===== config.mk =====
export PLATFORM = sky130hd
export DESIGN_NAME = stopwatch_timer_flat
export DESIGN_NICKNAME = d
export VERILOG_FILES = /design/src/rtl/stopwatch_pkg.sv /design/src/rtl/stopwatch_timer_if.sv /design/src/rtl/mod_counter.sv /design/src/rtl/stopwatch_timer.sv /design/src/flat_wrapper.sv
export SDC_FILE = /design/constraint.sdc
export NUM_CORES = 1
export LEC_CHECK = 0
export ABC_CLOCK_PERIOD_IN_PS = 6600
export CAP_MARGIN = 20
export CORE_MARGIN = 2
export CORE_UTILIZATION = 61
export CTS_CLUSTER_DIAMETER = 40
export DETAILED_ROUTE_END_ITERATION = 7
export GPL_TIMING_DRIVEN = 1
export PLACE_DENSITY = 0.87
export REMOVE_ABC_BUFFERS = 1
export SLEW_MARGIN = 15
export SYNTH_ARGS = -nofsm -noshare
export SYNTH_HDL_FRONTEND = slang
export SYNTH_HIERARCHICAL = 1
export SYNTH_SLANG_ARGS = --single-unit
export TNS_END_PERCENT = 30

===== constraint.sdc =====
create_clock -name clk -period 6.6 [get_ports clk]
set_input_delay 0.66 -clock clk [delete_from_list [all_inputs] [get_ports clk]]
set_output_delay 0.66 -clock clk [all_outputs]
set_load 0.1 [all_outputs]

===== src/rtl/stopwatch_pkg.sv =====
// Shared state type, counter width and small helpers for the stopwatch/countdown timer.
package stopwatch_pkg;

  localparam int CNT_W = 7;

  typedef enum logic [1:0] {
    IDLE  = 2'd0,
    RUN   = 2'd1,
    PAUSE = 2'd2,
    DONE  = 2'd3
  } state_t;

  // Width of a prescaler that must hold 0..div-1.
  function automatic int presc_w(input int div);
    return (div <= 2) ? 1 : $clog2(div);
  endfunction

  // Load values beyond a stage's range clamp to that stage's largest legal value.
  function automatic logic [CNT_W-1:0] sat_field(input logic [CNT_W-1:0] val, input int modulus);
    if (int'(val) >= modulus) begin
      return CNT_W'(modulus - 1);
    end else begin
      return val;
    end
  endfunction

endpackage


===== src/rtl/stopwatch_timer_if.sv =====
// Control, preset and display signals between the button conditioning, the timer and the display driver.
interface stopwatch_timer_if;
  import stopwatch_pkg::*;

  logic             run;
  logic             clear;
  logic             mode;
  logic             load;
  logic             lap;
  logic [CNT_W-1:0] preset_min;
  logic [CNT_W-1:0] preset_sec;
  logic [CNT_W-1:0] preset_sub;
  logic [CNT_W-1:0] out_min;
  logic [CNT_W-1:0] out_sec;
  logic [CNT_W-1:0] out_sub;
  logic             tick;
  logic             ovf;
  logic             done;
  logic             running;

  modport master (
    output run, clear, mode, load, lap, preset_min, preset_sec, preset_sub,
    input  out_min, out_sec, out_sub, tick, ovf, done, running
  );

  modport slave (
    input  run, clear, mode, load, lap, preset_min, preset_sec, preset_sub,
    output out_min, out_sec, out_sub, tick, ovf, done, running
  );

endinterface


===== src/rtl/mod_counter.sv =====
// One modulo-MOD up/down stage: clear beats load beats count; co flags carry (up) or borrow (down).
module mod_counter
  import stopwatch_pkg::*;
#(
  parameter int MOD = 10
) (
  input  logic             clk,
  input  logic             rst,
  input  logic             en,
  input  logic             dir,
  input  logic             ld,
  input  logic [CNT_W-1:0] ld_val,
  input  logic             clr,
  output logic [CNT_W-1:0] q,
  output logic             co
);
  localparam logic [CNT_W-1:0] MAX_VAL  = CNT_W'(MOD - 1);
  localparam logic [CNT_W-1:0] CNT_ZERO = {CNT_W{1'b0}};
  localparam logic [CNT_W-1:0] CNT_ONE  = CNT_W'(1);

  logic [CNT_W-1:0] q_r;
  logic [CNT_W-1:0] q_next_s;

  assign q  = q_r;
  assign co = en && (dir ? (q_r == CNT_ZERO) : (q_r == MAX_VAL));

  // Next count value.
  always_comb begin
    q_next_s = q_r;
    if (clr) begin
      q_next_s = CNT_ZERO;
    end else if (ld) begin
      q_next_s = sat_field(ld_val, MOD);
    end else if (en) begin
      if (dir) begin
        q_next_s = (q_r == CNT_ZERO) ? MAX_VAL : (q_r - CNT_ONE);
      end else begin
        q_next_s = (q_r == MAX_VAL) ? CNT_ZERO : (q_r + CNT_ONE);
      end
    end else begin
      q_next_s = q_r;
    end
  end

  // Count register.
  always_ff @(posedge clk or negedge rst) begin
    if (!rst) begin
      q_r <= CNT_ZERO;
    end else begin
      q_r <= q_next_s;
    end
  end

endmodule


===== src/rtl/stopwatch_timer.sv =====
// Stopwatch / countdown timer: a clock-enable prescaler drives three cascaded modulo stages,
// with pause, lap hold, wrap pulse and expiry indication.
module stopwatch_timer
  import stopwatch_pkg::*;
#(
  parameter int TICK_DIV = 100,
  parameter int SUB_MOD  = 100,
  parameter int SEC_MOD  = 60,
  parameter int MIN_MOD  = 60
) (
  input logic              clk,
  input logic              rst,
  stopwatch_timer_if.slave bus
);
  localparam int PW = presc_w(TICK_DIV);
  localparam logic [PW-1:0]    PRESC_LAST = PW'(TICK_DIV - 1);
  localparam logic [PW-1:0]    PRESC_ZERO = {PW{1'b0}};
  localparam logic [PW-1:0]    PRESC_ONE  = PW'(1);
  localparam logic [CNT_W-1:0] CNT_ZERO   = {CNT_W{1'b0}};
  localparam logic [CNT_W-1:0] CNT_ONE    = CNT_W'(1);

  state_t           state_r;
  state_t           state_next_s;
  logic [PW-1:0]    presc_r;
  logic [PW-1:0]    presc_cnt_s;
  logic [PW-1:0]    presc_next_s;
  logic             tick_r;
  logic             running_r;
  logic             done_r;
  logic             dir_r;
  logic             hold_on_r;
  logic [CNT_W-1:0] hold_min_r;
  logic [CNT_W-1:0] hold_sec_r;
  logic [CNT_W-1:0] hold_sub_r;
  logic [CNT_W-1:0] q_min_s;
  logic [CNT_W-1:0] q_sec_s;
  logic [CNT_W-1:0] q_sub_s;
  logic             co_sub_s;
  logic             co_sec_s;
  logic             co_min_s;
  logic             load_ok_s;
  logic             zero_s;
  logic             last_s;
  logic             done_hit_s;
  logic             cnt_en_s;
  logic             lap_ok_s;

  assign load_ok_s   = bus.load && !bus.clear && (state_r != RUN);
  assign zero_s      = (q_min_s == CNT_ZERO) && (q_sec_s == CNT_ZERO) && (q_sub_s == CNT_ZERO);
  assign last_s      = (q_min_s == CNT_ZERO) && (q_sec_s == CNT_ZERO) && (q_sub_s == CNT_ONE);
  // A down count already at zero must not borrow; it only reports expiry.
  assign done_hit_s  = tick_r && dir_r && (zero_s || last_s);
  assign cnt_en_s    = tick_r && !(dir_r && zero_s);
  assign lap_ok_s    = bus.lap && (state_r != IDLE);
  assign presc_cnt_s = (state_r == RUN) ? ((presc_r == PRESC_LAST) ? PRESC_ZERO : (presc_r + PRESC_ONE))
                                        : presc_r;

  // Next state and prescaler; clear and an accepted load both force IDLE with a fresh prescaler.
  always_comb begin
    state_next_s = state_r;
    presc_next_s = presc_cnt_s;
    case (state_r)
      IDLE:  state_next_s = bus.run ? RUN : IDLE;
      RUN: begin
        if (done_hit_s) begin
          state_next_s = DONE;
        end else if (!bus.run) begin
          state_next_s = PAUSE;
        end else begin
          state_next_s = RUN;
        end
      end
      PAUSE:   state_next_s = bus.run ? RUN : PAUSE;
      DONE:    state_next_s = DONE;
      default: state_next_s = IDLE;
    endcase
    if (bus.clear || load_ok_s) begin
      state_next_s = IDLE;
      presc_next_s = PRESC_ZERO;
    end else begin
      presc_next_s = presc_cnt_s;
    end
  end

  // State, prescaler and status flags, all registered from the next-state values.
  always_ff @(posedge clk or negedge rst) begin
    if (!rst) begin
      state_r   <= IDLE;
      presc_r   <= PRESC_ZERO;
      tick_r    <= 1'b0;
      running_r <= 1'b0;
      done_r    <= 1'b0;
      dir_r     <= 1'b0;
    end else begin
      state_r   <= state_next_s;
      presc_r   <= presc_next_s;
      tick_r    <= (state_next_s == RUN) && (presc_next_s == PRESC_LAST);
      running_r <= (state_next_s == RUN);
      done_r    <= (state_next_s == DONE);
      if ((state_r == IDLE) && (state_next_s == RUN)) begin
        dir_r <= bus.mode;
      end
    end
  end

  // Lap hold: first pulse snapshots the displayed count, the next releases it.
  always_ff @(posedge clk or negedge rst) begin
    if (!rst) begin
      hold_on_r  <= 1'b0;
      hold_min_r <= CNT_ZERO;
      hold_sec_r <= CNT_ZERO;
      hold_sub_r <= CNT_ZERO;
    end else if (bus.clear || load_ok_s) begin
      hold_on_r <= 1'b0;
    end else if (lap_ok_s) begin
      hold_on_r <= !hold_on_r;
      if (!hold_on_r) begin
        hold_min_r <= q_min_s;
        hold_sec_r <= q_sec_s;
        hold_sub_r <= q_sub_s;
      end
    end
  end

  mod_counter #(.MOD(SUB_MOD)) u_sub (
    .clk(clk), .rst(rst), .en(cnt_en_s), .dir(dir_r), .ld(load_ok_s),
    .ld_val(bus.preset_sub), .clr(bus.clear), .q(q_sub_s), .co(co_sub_s)
  );

  mod_counter #(.MOD(SEC_MOD)) u_sec (
    .clk(clk), .rst(rst), .en(co_sub_s), .dir(dir_r), .ld(load_ok_s),
    .ld_val(bus.preset_sec), .clr(bus.clear), .q(q_sec_s), .co(co_sec_s)
  );

  mod_counter #(.MOD(MIN_MOD)) u_min (
    .clk(clk), .rst(rst), .en(co_sec_s), .dir(dir_r), .ld(load_ok_s),
    .ld_val(bus.preset_min), .clr(bus.clear), .q(q_min_s), .co(co_min_s)
  );

  assign bus.out_min = hold_on_r ? hold_min_r : q_min_s;
  assign bus.out_sec = hold_on_r ? hold_sec_r : q_sec_s;
  assign bus.out_sub = hold_on_r ? hold_sub_r : q_sub_s;
  assign bus.tick    = tick_r;
  assign bus.ovf     = co_min_s && !dir_r;
  assign bus.done    = done_r;
  assign bus.running = running_r;

endmodule


===== src/flat_wrapper.sv =====
// flat-port wrapper written by rule: the top's interface ports become plain ports
module stopwatch_timer_flat import stopwatch_pkg::*;
#(
  parameter int TICK_DIV = 100,
  parameter int SUB_MOD  = 100,
  parameter int SEC_MOD  = 60,
  parameter int MIN_MOD  = 60
)
  (clk, rst, bus_run, bus_clear, bus_mode, bus_load, bus_lap, bus_preset_min, bus_preset_sec, bus_preset_sub, bus_out_min, bus_out_sec, bus_out_sub, bus_tick, bus_ovf, bus_done, bus_running);
  stopwatch_timer_if bus_i ();
  input logic clk;
  input logic rst;
  input wire logic [$bits(bus_i.run)-1:0] bus_run;
  input wire logic [$bits(bus_i.clear)-1:0] bus_clear;
  input wire logic [$bits(bus_i.mode)-1:0] bus_mode;
  input wire logic [$bits(bus_i.load)-1:0] bus_load;
  input wire logic [$bits(bus_i.lap)-1:0] bus_lap;
  input wire logic [$bits(bus_i.preset_min)-1:0] bus_preset_min;
  input wire logic [$bits(bus_i.preset_sec)-1:0] bus_preset_sec;
  input wire logic [$bits(bus_i.preset_sub)-1:0] bus_preset_sub;
  output wire logic [$bits(bus_i.out_min)-1:0] bus_out_min;
  output wire logic [$bits(bus_i.out_sec)-1:0] bus_out_sec;
  output wire logic [$bits(bus_i.out_sub)-1:0] bus_out_sub;
  output wire logic [$bits(bus_i.tick)-1:0] bus_tick;
  output wire logic [$bits(bus_i.ovf)-1:0] bus_ovf;
  output wire logic [$bits(bus_i.done)-1:0] bus_done;
  output wire logic [$bits(bus_i.running)-1:0] bus_running;
  assign bus_i.run = bus_run;
  assign bus_i.clear = bus_clear;
  assign bus_i.mode = bus_mode;
  assign bus_i.load = bus_load;
  assign bus_i.lap = bus_lap;
  assign bus_i.preset_min = bus_preset_min;
  assign bus_i.preset_sec = bus_preset_sec;
  assign bus_i.preset_sub = bus_preset_sub;
  assign bus_out_min = bus_i.out_min;
  assign bus_out_sec = bus_i.out_sec;
  assign bus_out_sub = bus_i.out_sub;
  assign bus_tick = bus_i.tick;
  assign bus_ovf = bus_i.ovf;
  assign bus_done = bus_i.done;
  assign bus_running = bus_i.running;
  stopwatch_timer #(.TICK_DIV(TICK_DIV), .SUB_MOD(SUB_MOD), .SEC_MOD(SEC_MOD), .MIN_MOD(MIN_MOD)) u_core (.clk(clk), .rst(rst), .bus(bus_i));
endmodule

==> results.tsv <==
stage	metric	value	unit
clocking	cts.path.max_buffers	2	
timing	max_freq	205.2	MHz
global_routing	first_global_vias	3474	
global_routing	grt_pass1_wl	16.79	mm
global_routing	grt_antenna_before_repair	0	
critical_path	slowest_stage	clkdlybuf4s50_1	
clocking	ctsHoldBuffers	0	
floorplan	die_y	86.56	um
placed_design	dpl.hpwl	7.084	mm
clocking	clkTransAtPathRegs	0.11	ns
yosys	synthCells	459	
yosys	synth_seq_area_share	33.70	%
cells_and_area	final_nets	532	
cells_and_area	fillers	532	
global_routing	grt_usage	27.88	%
critical_path	cp-end-kind	output pin	
cells_and_area	final_cell_mix	dfrtp_1 (56), clkdlybuf4s50_1 (51), mux2_2 (38)	
cells_and_area	syn_to_final_growth	14.38	%
detailed_routing	drt-total-wl	10.31	mm
clocking	cts_tree	yes	
power_and_ir_drop	vdd_drop_max	118.9	uV
timing	fin_crit_sh	73.83	%
global_routing	grt-ovfl-total	0	
yosys	yosys_register_bits	56	
detailed_routing	drc	0	
yosys	synth_top_flop_cell	dfrtp_1	
yosys	synth_edf_count	0	
worst_hold_path	hp-class	primary input to asynchronous set/reset pin	
floorplan	die_x	86.56	um
detailed_routing	firstDrtPassIters	5	
timing	finalMaxSlewViolations	0	
timing	tightest_slew	1.075	ns
critical_path	cp_cell_sequence	buf_4 -> nor4b_1 -> nand2_1 -> or3_1 -> o21a_1 -> and2_1 -> nor2b_1 -> nor2b_1 -> nor2b_1 -> clkdlybuf4s50_1	
floorplan	die_area	7493	um2
outcome	status	finished clean	
timing	fin_skew	0.006482	ns
critical_path	cpMostUsedCell	nor2b_1	
timing	relSlewSlack	28.31	%
timing	setup_viol	0	
clocking	post-cts-setup-buffers	0	
detailed_routing	wl_per_cell	17.92	um
power_and_ir_drop	power.density	192.6	nW/um2
clocking	cts_num_sinks	56	
timing	hold_slack	0.2998	ns
cells_and_area	diodes	0	
global_routing	grt_max_degree	50	
power_and_ir_drop	cellLeakagePower	1.923	nW
critical_path	cp.required	5.94	ns
yosys	synth_area	4158	um2
cells_and_area	mostFrequentLayoutCell	dfrtp_1	
detailed_routing	num_vias	3756	
critical_path	worstSetupPathType	register to output pin	
cells_and_area	layout-drive-gt1-share	14.14	%
timing	tns	0	ns
yosys	syn_avg_cell_area	9.058	um2
placed_design	place_congestion	0.9464	
critical_path	crit_arrival	4.21	ns
timing	hold_viol_final	0	
flow_run	drv_cap	0	
detailed_routing	ant_nets	0	
timing	fin_crit	4.873	ns
clocking	htree_num_levels	2	
timing	rsz0062_at_grt	no	
critical_path	crit_path_max_fanout	49	
detailed_routing	drt_iter0_drc	281	
yosys	ys_warn_count	6	
floorplan	fp-row-count	30	
critical_path	max_stage_delay	1.14	ns
clocking	clkLatencyLatePin	0.32	ns
floorplan	initial_core_util	62.23	%
yosys	async_reset_ff_share	100.0	%
floorplan	core_area	6681	um2
clocking	cts_resized	0	
clocking	clk_root_buffer_cell	clkbuf_8	
cells_and_area	utilization	71.18	%
detailed_routing	vias_per_cell	6.532	
yosys	yosysUniqueCellTypes	68	
clocking	cts_buffers	5	
placed_design	port-buffer-count	52	
floorplan	io-pin-count	53	
critical_path	start_kind	register	
[cell usage after synthesis, types with 6 or more instances]
cell type,count,area share (%)
a21oi_1,22,2.6
a31oi_1,6,0.90
buf_2,8,0.96
clkbuf_1,10,0.90
dfrtp_1,56,34
ha_1,10,3.0
inv_1,17,1.5
mux2_2,38,10
nand2_1,35,3.2
nand2b_1,9,1.4
nand3_1,14,1.7
nand3b_1,6,1.1
nor2_1,33,3.0
nor2b_1,12,1.8
nor3_1,18,2.2
nor3b_1,6,1.1
nor4_1,6,0.90
o21a_1,9,1.6
o21ai_0,22,2.6
o31ai_1,8,1.4
xor2_1,7,1.5
[flip-flops by register name, indices dropped and copies added, names as in the netlist]
name and cells:
u_core/state_r 2, u_core/hold_sec_r 7, u_core/hold_min_r 7, u_core/hold_on_r 1
u_core/hold_sub_r 7, u_core/bus.tick 1, u_core/presc_r 7, u_core/dir_r 1
u_core/bus.running 1, u_core/u_sec/q 7, u_core/u_min/q 7, u_core/bus.done 1
u_core/u_sub/q 7
[worst max-delay path: cells and delay by family (launching register included)]
kind | cells | cell delay, ns
simple gates | 7 | 1.71
buf+inv | 2 | 1.42
flops | 1 | 0.38
compound gates | 1 | 0.37
[final timing paths]
| path | from | endpoint | cells after the start | slack [ns] |
|---|---|---|---|---|
| worst max-delay path | u_core/dir_r | bus_ovf | 10 | 1.73 |
| worst min-delay path | rst | u_core/hold_sub_r[6] | 1 | 0.30 |
| worst max register to register | u_core/dir_r | u_core/u_min/q[3] | 12 | 3.25 |
| worst min register to register | u_core/hold_sub_r[4] | u_core/hold_sub_r[4] | 1 | 0.50 |
| max in group asynchronous | rst | u_core/u_min/q[5] | 2 | 5.48 |
| min in group clk | u_core/hold_sub_r[4] | u_core/hold_sub_r[4] | 1 | 0.50 |
[area by class of cell]
| class | count | area [um2] | area share [%] |
|---|---|---|---|
| multi-input combinational | 358 | 2530 | 53.20 |
| sequential | 56 | 1401 | 29.47 |
| timing repair buffer | 56 | 545.5 | 11.47 |
| tap | 80 | 100.1 | 2.105 |
| clock buffer | 5 | 68.82 | 1.447 |
| inverter | 17 | 63.81 | 1.342 |
| clock inverter | 3 | 46.29 | 0.9734 |
[where the power goes]
part           switching [mW]  leakage (nW)  internal, mW
clock network           0.123        0.0548         0.115
registers              0.0328         0.765         0.366
logic                   0.174          1.10         0.106
total                   0.330          1.92         0.586
[routing by layer]
metal | share of wire, % | vias to the layer above | track usage, %
met5 | 0 | - | 0
met4 | 1.4 | 0 | 8.239
met3 | 6.0 | 17 | 3.143
met2 | 50 | 160 | 47.27
met1 | 43 | 1812 | 37.65
li1 | - | 1767 | -
[kinds of logic (layout without fill, tap and decap cells)]
logic type               Yosys count  in the layout  synth area share (%)
adder cells (fa/ha/maj)           10             10                 3.009
flip-flops                        56             56                 33.70
AO/OA/AOI/OAI                    118            118                 19.44
buffers and inverters             45             81                 5.507
AND/OR/NAND/NOR                  177            177                 24.59
XOR/XNOR                          10             10                 2.107
multiplexers                      43             43                 11.65
[stage by stage]
stage	worst slack (ns)	area, um2	power, mW	std cells
3_5_place_dp	2.112	4641	0.6806	567
2_1_floorplan	2.173	3993	0.5979	431
5_1_grt	1.438	4756	0.9604	575
4_1_cts	1.763	4756	0.9164	575
3_3_place_gp	2.186	4641	0.6709	567
6_report	1.727	4756	0.9160	575
(Power assumes the default switching activity.)
